File: src/rtl/interconn_pkg.sv
// Shared definitions for the MVU-to-MVU crossbar: default MVU count, pointer
// width helper, destination mask type and modular index arithmetic.
package interconn_pkg;

    localparam int N_MVU = 8;

    typedef logic [N_MVU-1:0] dst_mask_t;

    function automatic int ptr_w(input int n);
        return $clog2(n);
    endfunction

    // (base + ofs) mod n, valid while both operands are below n
    function automatic int wrap_add(input int base, input int ofs, input int n);
        int sum;
        sum = base + ofs;
        return (sum >= n) ? sum - n : sum;
    endfunction

endpackage

File: src/rtl/interconn_rr_sched_if.sv
// Request/grant bundle between the MVU senders (master) and the round-robin
// crossbar scheduler (slave).
interface interconn_rr_sched_if
    import interconn_pkg::*;
#(
    parameter int N    = N_MVU,
    parameter int PTRW = ptr_w(N)
) ();

    logic [N-1:0]    req;
    logic [N-1:0]    req_to [N];
    logic [N-1:0]    req_lock;
    logic [N-1:0]    gnt;
    logic [N-1:0]    gnt_to [N];
    logic [N-1:0]    dst_busy;
    logic [PTRW-1:0] rr_ptr;

    modport master (
        output req, req_to, req_lock,
        input  gnt, gnt_to, dst_busy, rr_ptr
    );

    modport slave (
        input  req, req_to, req_lock,
        output gnt, gnt_to, dst_busy, rr_ptr
    );

endinterface

File: src/rtl/interconn_rr_scan.sv
// Combinational round-robin scan: walks eligible sources from rr_ptr onward and
// grants each one whose whole destination mask is still unclaimed.
module interconn_rr_scan
    import interconn_pkg::*;
#(
    parameter int N    = N_MVU,
    parameter int PTRW = ptr_w(N)
) (
    input  logic [N-1:0]    elig_rot_i,
    input  logic [N-1:0]    mask_i [N],
    input  logic [N-1:0]    seed_i,
    input  logic [PTRW-1:0] rr_ptr_i,
    output logic [N-1:0]    gnt_o,
    output logic [PTRW-1:0] first_o,
    output logic            any_o
);

    logic [N-1:0]    claimed;
    logic [PTRW-1:0] idx;

    // NOTE: every variable written here gets a default first, so no path can
    // leave a value unassigned and infer a latch.
    always_comb begin
        claimed = seed_i;
        gnt_o   = '0;
        first_o = '0;
        any_o   = 1'b0;
        idx     = '0;
        for (int k = 0; k < N; k++) begin
            idx = PTRW'(wrap_add(int'(rr_ptr_i), k, N));
            // All-or-nothing: a multicast either gets every destination or none
            if (elig_rot_i[k] && ((mask_i[idx] & claimed) == '0)) begin
                gnt_o[idx] = 1'b1;
                claimed    = claimed | mask_i[idx];
                if (!any_o) begin
                    first_o = idx;
                    any_o   = 1'b1;
                end
            end
        end
    end

endmodule

File: src/rtl/interconn_rr_sched.sv
// Round-robin crossbar grant scheduler: registered, conflict-free grants with
// locked multi-beat bursts that keep their latched destinations.
module interconn_rr_sched
    import interconn_pkg::*;
#(
    parameter int N    = N_MVU,
    parameter int PTRW = ptr_w(N)
) (
    input  logic                 clk,
    input  logic                 clr_n,
    interconn_rr_sched_if.slave  bus
);

    logic [N-1:0]    gnt_q, gnt_d;
    logic [N-1:0]    gnt_to_q [N];
    logic [N-1:0]    gnt_to_d [N];
    logic [N-1:0]    dst_busy_q, dst_busy_d;
    logic [PTRW-1:0] rr_ptr_q, rr_ptr_d;

    logic [N-1:0]    owner;
    logic [N-1:0]    elig;
    logic [N-1:0]    elig_rot;
    logic [N-1:0]    seed;
    logic [N-1:0]    new_gnt;
    logic [PTRW-1:0] first_idx;
    logic            any_new;

    // Owners keep their latched mask; everyone else competes in the scan.
    // A source whose grant just ended without lock sits out one cycle.
    always_comb begin
        owner    = '0;
        elig     = '0;
        elig_rot = '0;
        seed     = '0;
        for (int i = 0; i < N; i++) begin
            owner[i] = gnt_q[i] & bus.req_lock[i] & bus.req[i];
            elig[i]  = bus.req[i] & (|bus.req_to[i])
                     & ~(gnt_q[i] & ~bus.req_lock[i]) & ~owner[i];
            if (owner[i]) begin
                seed = seed | gnt_to_q[i];
            end
        end
        for (int k = 0; k < N; k++) begin
            elig_rot[k] = elig[PTRW'(wrap_add(int'(rr_ptr_q), k, N))];
        end
    end

    interconn_rr_scan #(
        .N    (N),
        .PTRW (PTRW)
    ) u_scan (
        .elig_rot_i (elig_rot),
        .mask_i     (bus.req_to),
        .seed_i     (seed),
        .rr_ptr_i   (rr_ptr_q),
        .gnt_o      (new_gnt),
        .first_o    (first_idx),
        .any_o      (any_new)
    );

    always_comb begin
        gnt_d      = '0;
        dst_busy_d = '0;
        rr_ptr_d   = rr_ptr_q;
        for (int i = 0; i < N; i++) begin
            gnt_to_d[i] = '0;
        end
        for (int i = 0; i < N; i++) begin
            if (owner[i]) begin
                gnt_d[i]    = 1'b1;
                gnt_to_d[i] = gnt_to_q[i];
            end else if (new_gnt[i]) begin
                gnt_d[i]    = 1'b1;
                gnt_to_d[i] = bus.req_to[i];
            end
            dst_busy_d = dst_busy_d | gnt_to_d[i];
        end
        // Only freshly granted sources advance priority; owners never do
        if (any_new) begin
            rr_ptr_d = PTRW'(wrap_add(int'(first_idx), 1, N));
        end
    end

    // NOTE: sequential state uses non-blocking assignments so every register
    // samples the pre-edge value of every other register.
    always_ff @(posedge clk or negedge clr_n) begin
        if (!clr_n) begin
            gnt_q      <= '0;
            dst_busy_q <= '0;
            rr_ptr_q   <= '0;
            for (int i = 0; i < N; i++) begin
                gnt_to_q[i] <= '0;
            end
        end else begin
            gnt_q      <= gnt_d;
            dst_busy_q <= dst_busy_d;
            rr_ptr_q   <= rr_ptr_d;
            for (int i = 0; i < N; i++) begin
                gnt_to_q[i] <= gnt_to_d[i];
            end
        end
    end

    assign bus.gnt      = gnt_q;
    assign bus.gnt_to   = gnt_to_q;
    assign bus.dst_busy = dst_busy_q;
    assign bus.rr_ptr   = rr_ptr_q;

endmodule

File: src/flat_wrapper.sv
// flat-port wrapper written by rule: the top's interface ports become plain ports
module interconn_rr_sched_flat import interconn_pkg::*;
#(
    parameter int N    = N_MVU,
    parameter int PTRW = ptr_w(N)
)
  (clk, clr_n, bus_req, bus_req_to, bus_req_lock, bus_gnt, bus_gnt_to, bus_dst_busy, bus_rr_ptr);
  interconn_rr_sched_if #(.N(N), .PTRW(PTRW)) bus_i ();
  input  logic clk;
  input  logic clr_n;
  input wire logic [$bits(bus_i.req)-1:0] bus_req;
  input wire logic [$bits(bus_i.req_to)-1:0] bus_req_to;
  input wire logic [$bits(bus_i.req_lock)-1:0] bus_req_lock;
  output wire logic [$bits(bus_i.gnt)-1:0] bus_gnt;
  output wire logic [$bits(bus_i.gnt_to)-1:0] bus_gnt_to;
  output wire logic [$bits(bus_i.dst_busy)-1:0] bus_dst_busy;
  output wire logic [$bits(bus_i.rr_ptr)-1:0] bus_rr_ptr;
  assign bus_i.req = bus_req;
  assign bus_i.req_to = {>>{bus_req_to}};
  assign bus_i.req_lock = bus_req_lock;
  assign bus_gnt = bus_i.gnt;
  assign bus_gnt_to = {>>{bus_i.gnt_to}};
  assign bus_dst_busy = bus_i.dst_busy;
  assign bus_rr_ptr = bus_i.rr_ptr;
  interconn_rr_sched #(.N(N), .PTRW(PTRW)) u_core (.clk(clk), .clr_n(clr_n), .bus(bus_i));
endmodule
File: config.mk
export PLATFORM = sky130hd
export DESIGN_NAME = interconn_rr_sched_flat
export DESIGN_NICKNAME = d
export VERILOG_FILES = /design/src/rtl/interconn_pkg.sv /design/src/rtl/interconn_rr_sched_if.sv /design/src/rtl/interconn_rr_scan.sv /design/src/rtl/interconn_rr_sched.sv /design/src/flat_wrapper.sv
export SDC_FILE = /design/constraint.sdc
export NUM_CORES = 1
export LEC_CHECK = 0
export CAP_MARGIN = 10
export CORE_MARGIN = 4
export CORE_UTILIZATION = 55
export DETAILED_ROUTE_END_ITERATION = 7
export MAX_ROUTING_LAYER = met4
export PLACE_DENSITY_LB_ADDON = 0.1
export REMOVE_ABC_BUFFERS = 1
export SYNTH_ARGS = -nofsm -noshare
export SYNTH_HDL_FRONTEND = slang
export SYNTH_SLANG_ARGS = --single-unit
export TNS_END_PERCENT = 100
File: constraint.sdc
create_clock -name clk -period 11.5 [get_ports clk]
set_input_delay 2.3 -clock clk [delete_from_list [all_inputs] [get_ports clk]]
set_output_delay 2.3 -clock clk [all_outputs]
set_load 0.005 [all_outputs]
## After elaboration in Yosys (flattened, before gate mapping)

Index checks and enable logic that the tools add are counted.

- Output and inout bits: 83
- RAM bits: 0
- Register bits: 83
- ROM bits: 0
- Word-level logic and storage cells: 368
- Bits in latches: 0
- Memories: 0
- Input port bits: 82

- Bitwise logic cells: 116
- Muxes and demuxes: 151
- Reductions and logical operators: 32
- Divide/modulo/power cells: 0
- Multiply operators: 0
- Add/sub/neg operators: 17
- Magnitude comparators: 41
- Equal/unequal tests: 0
- Shift-type cells: 0

Operators with widths:

| kind | count |
|---|---|
| 8-bit two-way mux | 55 |
| 8-bit bitwise OR | 28 |
| 8-bit binary-select mux with 3-bit select | 8 |
| 3-bit two-way mux | 24 |
| 8-bit bitwise AND | 8 |
| 4-bit greater-or-equal comparator (second input constant) | 16 |
| 8-bit logical NOT | 8 |
| 8-bit OR reduction | 8 |
| 1-bit bitwise AND | 48 |
| 1-bit two-way mux | 48 |
| 3-bit by 5-bit less-than comparator with 1-bit output (second input constant) | 8 |
| 3-bit by 4-bit less-than comparator with 1-bit output (second input constant) | 8 |
| 3-bit inverter with 4-bit output | 8 |
| 3-bit by 1-bit subtractor with 3-bit output (second input constant) | 9 |
| 1-bit binary-select mux with 3-bit select | 8 |
| 1-bit demux with 3-bit select | 8 |
| 3-bit by 1-bit greater-or-equal comparator with 1-bit output (second input constant) | 8 |
| 1-bit inverter | 24 |
| 3-bit by 3-bit adder with 4-bit output (second input constant) | 4 |
| 1-bit logical AND | 16 |
| 3-bit by 1-bit adder with 4-bit output (second input constant) | 2 |
| 3-bit by 2-bit adder with 4-bit output (second input constant) | 2 |
| 3-bit by 4-bit greater-or-equal comparator with 1-bit output (second input constant) | 1 |

## Longest topological paths before layout

Gate-level depths: netlist of the first run.

- Word-level depth: 58
- Gate-level depth with buffers: 38

## Cells and area by module

From an unflattened synthesis of the first run, not the netlist that was laid out.

- Cell total of the unflattened synthesis: 1131
- Area total of the unflattened synthesis: 10717.8 um^2

Modules (own cells, without submodules):

| module | times used | seq. area each (um^2) | area each (um^2) | cells an instance |
|---|---|---|---|---|
| interconn_rr_scan | 1 | 0.0 | 6030.8 | 671 |
| interconn_rr_sched | 1 | 2077.0 | 4687.0 | 460 |

## Worst setup path after synthesis of the first run

OpenSTA, ideal clock, no wires.

- Kind: reg2reg
- Start point: register u_core.rr_ptr_q[0] (netlist: u_core.bus.rr_ptr[0])
- End point: register u_core.rr_ptr_q[2] (netlist: u_core.bus.rr_ptr[2])
- Setup time: 0.104 ns
- Data arrival time: 7.626 ns
- Cell stages (with the launch flop): 35
- Required time: 11.396 ns
- Period minus slack after synthesis: 7.730 ns
- Path buffers: 13
- Path slack: 3.770 ns
- Cells stage by stage: dfrtp_1 -> buf_2 -> inv_2 -> buf_4 -> buf_2 -> buf_2 -> buf_2 -> clkbuf_1 -> buf_1 -> ha_1 -> clkbuf_1 -> buf_6 -> buf_6 -> buf_6 -> buf_6 -> mux4_2 -> mux2i_1 -> o22ai_1 -> or4_1 -> a31oi_1 -> o211a_1 -> nand2_1 -> o211a_1 -> and3_4 -> a2111o_1 -> a211oi_1 -> or2_4 -> buf_6 -> nand2_1 -> o21ai_0 -> ha_1 -> nor2_1 -> a21oi_1 -> o22ai_1 -> a221oi_1

- Cells in the longest elaborated chain, start to end: 41
- Elaborated cells between the ends (all ways): 152
- Classes of those cells: 17 x add/sub; 9 x order compare; 87 x mux; 23 x bitwise; 16 x reduce/logical

RTL lines:

| element | line | RTL |
|---|---|---|
| start: declaration | interconn_rr_sched.sv:18 | `logic [PTRW-1:0] rr_ptr_q, rr_ptr_d;` |
| start signal: assignment | interconn_rr_sched.sv:97 | `rr_ptr_q <= rr_ptr_d;` |
| 3-bit by 4-bit greater-or-equal comparator with 1-bit output or 3-bit by 1-bit subtractor with 3-bit output (tied branches) | interconn_pkg.sv:17 | `return (sum >= n) ? sum - n : sum;` |
| 3-bit two-way mux | interconn_pkg.sv:17 |  |
| 3-bit inverter with 4-bit output (implied by the code) | interconn_rr_scan.sv:32, interconn_rr_scan.sv:34 |  |
| 8-bit binary-select mux with 3-bit select | interconn_rr_scan.sv:32, interconn_rr_scan.sv:34 |  |
| 8-bit two-way mux (implied by the code) (2 in a row) | interconn_rr_scan.sv:32, interconn_rr_scan.sv:34 |  |
| 8-bit bitwise AND | interconn_rr_scan.sv:32 | `if (elig_rot_i[k] && ((mask_i[idx] & claimed) == '0)) begin` |
| 8-bit logical NOT | interconn_rr_scan.sv:32 |  |
| 1-bit logical AND | interconn_rr_scan.sv:32 |  |
| (+24 left out) | n/a |  |
| 8-bit two-way mux | interconn_rr_scan.sv:32 |  |
| 8-bit bitwise AND | interconn_rr_scan.sv:32 |  |
| 8-bit logical NOT | interconn_rr_scan.sv:32 |  |
| 1-bit logical AND | interconn_rr_scan.sv:32 |  |
| 3-bit two-way mux | interconn_rr_scan.sv:32 |  |
| 3-bit by 1-bit adder with 4-bit output | interconn_pkg.sv:16 | `sum = base + ofs;` |
| 4-bit greater-or-equal comparator or 3-bit by 1-bit subtractor with 3-bit output (tied branches) | interconn_pkg.sv:17 |  |
| 3-bit two-way mux | interconn_pkg.sv:17 |  |

Several ways; a longest one is shown, not always the timed one. The select of a mux whose other input is x is not followed.
A chain may end at the register's enable or synchronous reset.

## Worst setup path in the final report of the first run

- Start point: input bus_req[6]
- End point: register u_core.dst_busy_q[7] (netlist: u_core.bus.dst_busy[7])

- Cells in the longest elaborated chain, start to end: 45
- Elaborated cells between the ends (all ways): 108
- Classes of those cells: 57 x mux; 35 x bitwise; 16 x reduce/logical

RTL lines:

| element | line | RTL |
|---|---|---|
| start: declaration | flat_wrapper.sv:11 | `input wire logic [$bits(bus_i.req)-1:0] bus_req;` |
| 1-bit bitwise AND (on tied branches) | interconn_rr_sched.sv:37, interconn_rr_sched.sv:36 |  |
| 1-bit bitwise AND, or another cell as far along | interconn_rr_sched.sv:38 | `& ~(gnt_q[i] & ~bus.req_lock[i]) & ~owner[i];` |
| 1-bit bitwise AND or 8-bit bitwise OR (tied branches) | interconn_rr_sched.sv:38, interconn_rr_sched.sv:40 |  |
| 1-bit binary-select mux with 3-bit select or 8-bit two-way mux (tied branches) | interconn_rr_sched.sv:44, interconn_rr_sched.sv:39 |  |
| 1-bit two-way mux (implied by the code) or 8-bit bitwise AND (tied branches) | interconn_rr_sched.sv:44, interconn_rr_scan.sv:32 |  |
| 1-bit two-way mux (implied by the code) or 8-bit logical NOT (tied branches) | interconn_rr_sched.sv:44, interconn_rr_scan.sv:32 |  |
| 1-bit logical AND | interconn_rr_scan.sv:32 |  |
| 8-bit two-way mux | interconn_rr_scan.sv:32 |  |
| (+25 left out) | n/a |  |
| 8-bit logical NOT | interconn_rr_scan.sv:32 |  |
| 1-bit logical AND | interconn_rr_scan.sv:32 |  |
| 8-bit two-way mux | interconn_rr_scan.sv:32 |  |
| 8-bit two-way mux | interconn_rr_sched.sv:72 | `end else if (new_gnt[i]) begin` |
| 8-bit two-way mux | interconn_rr_sched.sv:69 | `if (owner[i]) begin` |
| 8-bit bitwise OR (6 in a row) | interconn_rr_sched.sv:76 | `dst_busy_d = dst_busy_d \| gnt_to_d[i];` |
| 8-bit bitwise OR * | interconn_rr_sched.sv:76 |  |
| net u_core.dst_busy_d[7] | interconn_rr_sched.sv:17 | `logic [N-1:0] dst_busy_q, dst_busy_d;` |
| end signal: assignment | interconn_rr_sched.sv:96 | `dst_busy_q <= dst_busy_d;` |
| end: declaration | interconn_rr_sched.sv:17 |  |

The timed path passes the listed nets; every way through them passes the cells marked *. The select of a mux whose other input is x is not followed.

==> results of run 1 <==
worst min-delay path, cell delays in order (launching register included):
cell	delay (ns)
dfrtp_1	0.38
a221oi_1	0.09
nand3_1	0.07
state kept, by name (all words and copies together) (netlist names):
signal,count
u_core.bus.rr_ptr,3
u_core.bus.gnt_to,64
u_core.bus.dst_busy,8
u_core.bus.gnt,8
area by class of cell:
class                           instances  area [um2]
Multi-Input combinational cell        913        7750
Fill cell                            1559        6280
Sequential cell                        83        2080
Timing Repair Buffer                  181        1770
Tap cell                              234         293
Clock buffer                            9         225
Inverter                               38         143
Clock inverter                          7         105
Antenna cell                            1        2.50
layer usage:
metal | track usage | routed length [um]
met4 | 0.255 | 3750
met5 | - | 0
met2 | 0.677 | 21400
met1 | 0.620 | 18200
met3 | 0.191 | 9420
logic make-up after synthesis:
group,Yosys count
adder cells (fa/ha/maj),8
AND/OR/NAND/NOR,362
XOR/XNOR,4
multiplexers,191
flip-flops,83
AO/OA/AOI/OAI,348
buffers and inverters,123
worst max path at each step:
| stage | endpoint | depth (start not counted) |
|---|---|---|
| 6_report | u_core.bus.dst_busy[7] | 18 |
| 5_1_grt | u_core.bus.dst_busy[4] | 18 |
| 4_1_cts | u_core.bus.dst_busy[3] | 18 |
| 3_5_place_dp | u_core.bus.dst_busy[6] | 18 |
| 3_3_place_gp | u_core.bus.dst_busy[5] | 19 |
| 2_1_floorplan | u_core.bus.rr_ptr[2] | 22 |
cell usage after synthesis, types with 22 or more instances:
| cell type | n |
|---|---|
| dfrtp_1 | 83 |
| o22ai_1 | 70 |
| nor4_1 | 38 |
| nand2_1 | 84 |
| mux2i_1 | 96 |
| a21oi_1 | 24 |
| nand4_1 | 59 |
| a22o_1 | 24 |
| inv_1 | 34 |
| mux4_2 | 80 |
| buf_2 | 22 |
| clkbuf_1 | 38 |
| nor2_1 | 69 |
| o21ai_0 | 32 |
stage by stage:
step	cell area [um2]	utilization
after detailed placement	12000	0.645
after floorplan	9950	-
after CTS	12400	0.663
final	12400	0.663
after global placement	12000	0.645
after global routing	12400	0.663
==> out/summary.txt, run 1 <==
XOR/XNOR Fraction of Synth Area -> 0.00589
Area contributors post-synth -> dfrtp_1, mux4_2, mux2i_1, o22ai_1, nand4_1
Resize count post-CTS -> 0
final worst slack -> 1.80 ns
WL/cell -> 36.0 um
Least-Margin Pin Slew -> 1.26 ns
status -> complete, but fails checks
Synth Area in Simple Gates -> 0.186
vias per cell -> 8.52
chip width -> 146 um
Sink Count -> 83
Final Hold Vio Count -> 0
Layout Cells excl Fill -> 1466
vias -> 12.5k
max frequency -> 103 MHz
Synth Register Bits -> 83
worst setup path start -> bus_req[6]
Post-DP HPWL -> 38.5 mm
Total GRT Usage -> 0.489
Setup violations, final -> 0
RSZ-0062 raised after global routing -> no
EDFF count, synth -> 0
pin count of the biggest net entering global routing -> 84
most common cell after layout, fill and taps aside -> clkdlybuf4s50_1
Placed Instances -> 1449
Syn Inst Count -> 1119
most frequent cells in the layout -> clkdlybuf4s50_1, mux2i_1, nand2_1
count of final max-slew check failures -> 0
Root Buffer -> clkbuf_16
Final Cycle Share -> 0.844
GRT Residual Overflow -> 0
CTS buffer count -> 9
Yosys top cell by area -> dfrtp_1
vias in the first global route -> 11.8k
Routed Antenna Nets -> 0
total negative slack -> 0 ns
Clock Latency Late Sink -> 0.36 ns
warnings from Yosys -> 0
CTS tree -> built
Post CTS Setup Buffer Count -> 0
I/O Pins -> 165
Max-Cap Viols -> 0
cts-stage hold buffer count -> 0
CP top delay family -> compound AO/OA/AOI/OAI gates
final net count -> 1316
final hold slack -> 0.571 ns
Die Area -> 21200 um2
first-pass GRT wire length -> 76.0 mm
Buffers on Ports -> 164
Max stage delay on crit path -> 0.78 ns
initial antenna violation count -> 1
CP Class -> primary input to flip-flop
share of layout cells above drive strength 1 -> 0.140
Syn Std Cell Area -> 10400 um2
# rows -> 50
RePlAce Congestion -> 1.13
# H-tree levels -> 3
r2r setup slk -> 2.40 ns
Worst Path Arrival -> 9.94 ns
initial DRC count -> 2479
critical path capture point type -> flip-flop
hold path cells -> 2
DR DRC count -> 1
reg2reg end -> u_core.bus.dst_busy[7]
area share of the largest cell type after synthesis -> 0.200
crit path buf inv count -> 1
r2r worst-path depth -> 20
Most used DFF post-synth -> dfrtp_1
mux cell area share after synthesis -> 0.283
Core Area -> 18600 um2
clock transition at the registers of the reported paths -> 0.08 ns
Mean Syn Cell Area -> 9.30 um2
reg2reg start -> u_core.bus.rr_ptr[0]
Synth cell types -> 96
slowest stage cell, crit path -> o2111ai_1
Layout Skew -> 0.0179 ns
Hold Crit Class -> flip-flop to flip-flop
P&R area growth vs syn -> 18.8%
Compound-Gate Fraction of Synth Area -> 0.258
Setup WS pre-CTS -> 1.86 ns
failing checks -> design-rule violations
Starting Density -> 0.558
area share of fa/ha/maj cells after synthesis -> 0.00962
Critical Path RT -> 11.74 ns
Rel. slew slack -> 0.157
Crit Path Max Fanout -> 16
clk buf depth -> 2
Worst Hold Launch -> u_core.bus.gnt_to[12]
first-pass detailed-route iteration total -> 8
CP startpoint kind -> primary input
crit-path cells -> clkdlybuf4s50_1, nand3_1, o2111ai_1, nor2_1, o2111ai_1, or2_1, o31a_1, nand3_1, a311oi_1, o22ai_1, a211oi_2, o211a_1, a211oi_1, or2_4, a31oi_2, o221ai_1, a2111oi_0, or4b_1
ys async rst share -> 1.00
Total Wirelength -> 52.7 mm
post-synthesis sequential area ratio -> 0.200
Die Ht -> 146 um
Final min period -> 9.70 ns
largest family of logic cells by synthesized area -> multiplexers
Worst Hold End -> u_core.bus.dst_busy[4]
Power of run 1 is not shown: default switching activity piles up to over one toggle a cycle in this logic, so the estimate is an artifact.
==> run 2, diff against run 1 <==
==> constraint.sdc (replaced) <==
create_clock -name clk -period 9.9 [get_ports clk]
set_input_delay 1.98 -clock clk [delete_from_list [all_inputs] [get_ports clk]]
set_output_delay 1.98 -clock clk [all_outputs]
set_load 0.005 [all_outputs]
==> run 2 against run 1 <==
Net effect:
- the flow still finishes with violations (design-rule violations)
- clock-buffer cell count rose by 1
- sequential cell count did not move
- first-iteration DRC count rose by 12%
- critical endpoint unchanged
- worst hold slack gained 0.00080 ns
- die area is the same
- non-clock buffer count is 31 higher
- core utilization up 1.0 points
- cell count up 2.1%
- clock skew fell by 0.0064 ns
- sequential share of layout area shrank 0.25 points
- wire length increased by 2.8%
- largest cell class unchanged
- register-to-register slack worse by 1.5 ns
==> out/summary.txt, run 2 (synthesis results as in run 1) <==
RSZ-0062 raised after global routing -> no (unchanged)
most frequent cells in the layout -> clkdlybuf4s50_1, mux2i_1, nand2_1 (unchanged)
Least-Margin Pin Slew -> 1.16 ns (was 1.26 ns)
Crit Path Max Fanout -> 14 (was 16)
share of layout cells above drive strength 1 -> 0.160 (was 0.140)
Critical Path RT -> 10.12 ns (was 11.74 ns)
initial DRC count -> 2786 (was 2479)
initial antenna violation count -> 1 (unchanged)
clk buf depth -> 2 (unchanged)
Root Buffer -> clkbuf_16 (unchanged)
Die Area -> 21200 um2 (unchanged)
Total GRT Usage -> 0.505 (was 0.489)
Layout Skew -> 0.0115 ns (was 0.0179 ns)
Worst Hold Launch -> u_core.bus.gnt_to[11] (was u_core.bus.gnt_to[12])
Clock Latency Late Sink -> 0.35 ns (was 0.36 ns)
Buffers on Ports -> 164 (unchanged)
critical path capture point type -> flip-flop (unchanged)
failing checks -> design-rule violations (unchanged)
P&R area growth vs syn -> 20.6% (was 18.8%)
Max-Cap Viols -> 0 (unchanged)
pin count of the biggest net entering global routing -> 58 (was 84)
Hold Crit Class -> flip-flop to flip-flop (unchanged)
cts-stage hold buffer count -> 0 (unchanged)
I/O Pins -> 165 (unchanged)
vias per cell -> 8.52 (about the same)
vias in the first global route -> 12.1k (was 11.8k)
hold path cells -> 1 (was 2)
reg2reg end -> u_core.bus.dst_busy[7] (unchanged)
count of final max-slew check failures -> 0 (unchanged)
# H-tree levels -> 3 (unchanged)
status -> complete, but fails checks (unchanged)
Routed Antenna Nets -> 0 (unchanged)
Sink Count -> 83 (unchanged)
CTS buffer count -> 9 (unchanged)
reg2reg start -> u_core.bus.rr_ptr[1] (was u_core.bus.rr_ptr[0])
# rows -> 50 (unchanged)
r2r worst-path depth -> 20 (unchanged)
Rel. slew slack -> 0.204 (was 0.157)
total negative slack -> 0 ns (unchanged)
Core Area -> 18600 um2 (unchanged)
CTS tree -> built (unchanged)
Post CTS Setup Buffer Count -> 0 (unchanged)
WL/cell -> 36.2 um (was 36.0 um)
Final min period -> 9.16 ns
clock transition at the registers of the reported paths -> 0.08 ns (about the same)
Worst Path Arrival -> 9.37 ns (was 9.94 ns)
r2r setup slk -> 0.90 ns (was 2.40 ns)
Total Wirelength -> 54.2 mm (was 52.7 mm)
GRT Residual Overflow -> 0 (unchanged)
most common cell after layout, fill and taps aside -> clkdlybuf4s50_1 (unchanged)
Worst Hold End -> u_core.bus.gnt_to[11] (was u_core.bus.dst_busy[4])
vias -> 12.8k (was 12.5k)
chip width -> 146 um (unchanged)
final net count -> 1347 (was 1316)
first-pass GRT wire length -> 78.5 mm (was 76.0 mm)
crit path buf inv count -> 2 (was 1)
Setup violations, final -> 0 (unchanged)
Final Hold Vio Count -> 0 (unchanged)
Resize count post-CTS -> 0 (unchanged)
Placed Instances -> 1480 (was 1449)
RePlAce Congestion -> 1.10 (was 1.13)
Max stage delay on crit path -> 0.85 ns (was 0.78 ns)
first-pass detailed-route iteration total -> 8 (unchanged)
DR DRC count -> 4 (was 1)
crit-path cells -> clkdlybuf4s50_1, mux4_2, mux2i_1, o21bai_1, o2111ai_1, or2_1, o31ai_2, buf_4, o221ai_1, a2111oi_0, nand3_1, a211oi_2, o211a_1, a211oi_1, or2_4, a31oi_2, o221ai_1, a2111oi_0, or4b_1 (was clkdlybuf4s50_1, nand3_1, o2111ai_1, nor2_1, o2111ai_1, or2_1, o31a_1, nand3_1, a311oi_1, o22ai_1, a211oi_2, o211a_1, a211oi_1, or2_4, a31oi_2, o221ai_1, a2111oi_0, or4b_1)
CP startpoint kind -> primary input (unchanged)
CP top delay family -> compound AO/OA/AOI/OAI gates (unchanged)
CP Class -> primary input to flip-flop (unchanged)
Die Ht -> 146 um (unchanged)
Post-DP HPWL -> 40.2 mm (was 38.5 mm)
slowest stage cell, crit path -> a31oi_2 (was o2111ai_1)
Final Cycle Share -> 0.925
Layout Cells excl Fill -> 1497 (was 1466)
max frequency -> 109 MHz
max reg flops -> 64 (unchanged)
final hold slack -> 0.572 ns (was 0.571 ns)
Starting Density -> 0.558 (unchanged)
==> run 2: cell types whose count changed in the layout (fill, tap and decap cells not counted) <==
cell / delta
clkbuf_1: +1
buf_4: +31
clkinv_4: +1
clkinvlp_4: +1
clkinv_2: -1
bufinv_16: -2
==> run 2: worst max-delay path by stage <==
stage	to	slack (ns)	cells past startpoint	start
after floorplan	u_core.bus.rr_ptr[2]	-0.54	22	u_core.bus.rr_ptr[1]
after global placement	u_core.bus.dst_busy[5]	0.88	19	bus_req_to[12]
after detailed placement	u_core.bus.dst_busy[5]	0.74	19	bus_req_to[12]
after CTS	u_core.bus.dst_busy[5]	1.08	19	bus_req_to[12]
after global routing	u_core.bus.dst_busy[7]	0.66	19	bus_req_to[12]
final	u_core.bus.dst_busy[7]	0.74	19	bus_req_to[12]
==> run 2: layout make-up <==
cell class	instances	area [um2]
clock buffers	10	229
inverters	38	143
fillers	1473	6090
multi-input cells	913	7750
repair buffers	212	2000
flip-flops and latches	83	2080
well taps	234	293
diodes	1	2.50
clock inverters	6	56.3
==> run 2: layer usage <==
metal,global-route usage,vias to the layer above,wire length [um]
met5,-,-,0
met4,0.263,0,4650
met3,0.198,458,9940
met2,0.706,1493,21500
met1,0.633,5900,18200
li1,-,4909,-
==> run 2: through the flow <==
step	area (um2)	worst slack, ns	util
after floorplan	9950	-0.535	-
after global placement	12300	0.878	0.658
after detailed placement	12300	0.743	0.658
after CTS	12500	1.08	0.673
after global routing	12600	0.664	0.673
final	12600	0.744	0.673
Power of run 2 is left out for the same reason.
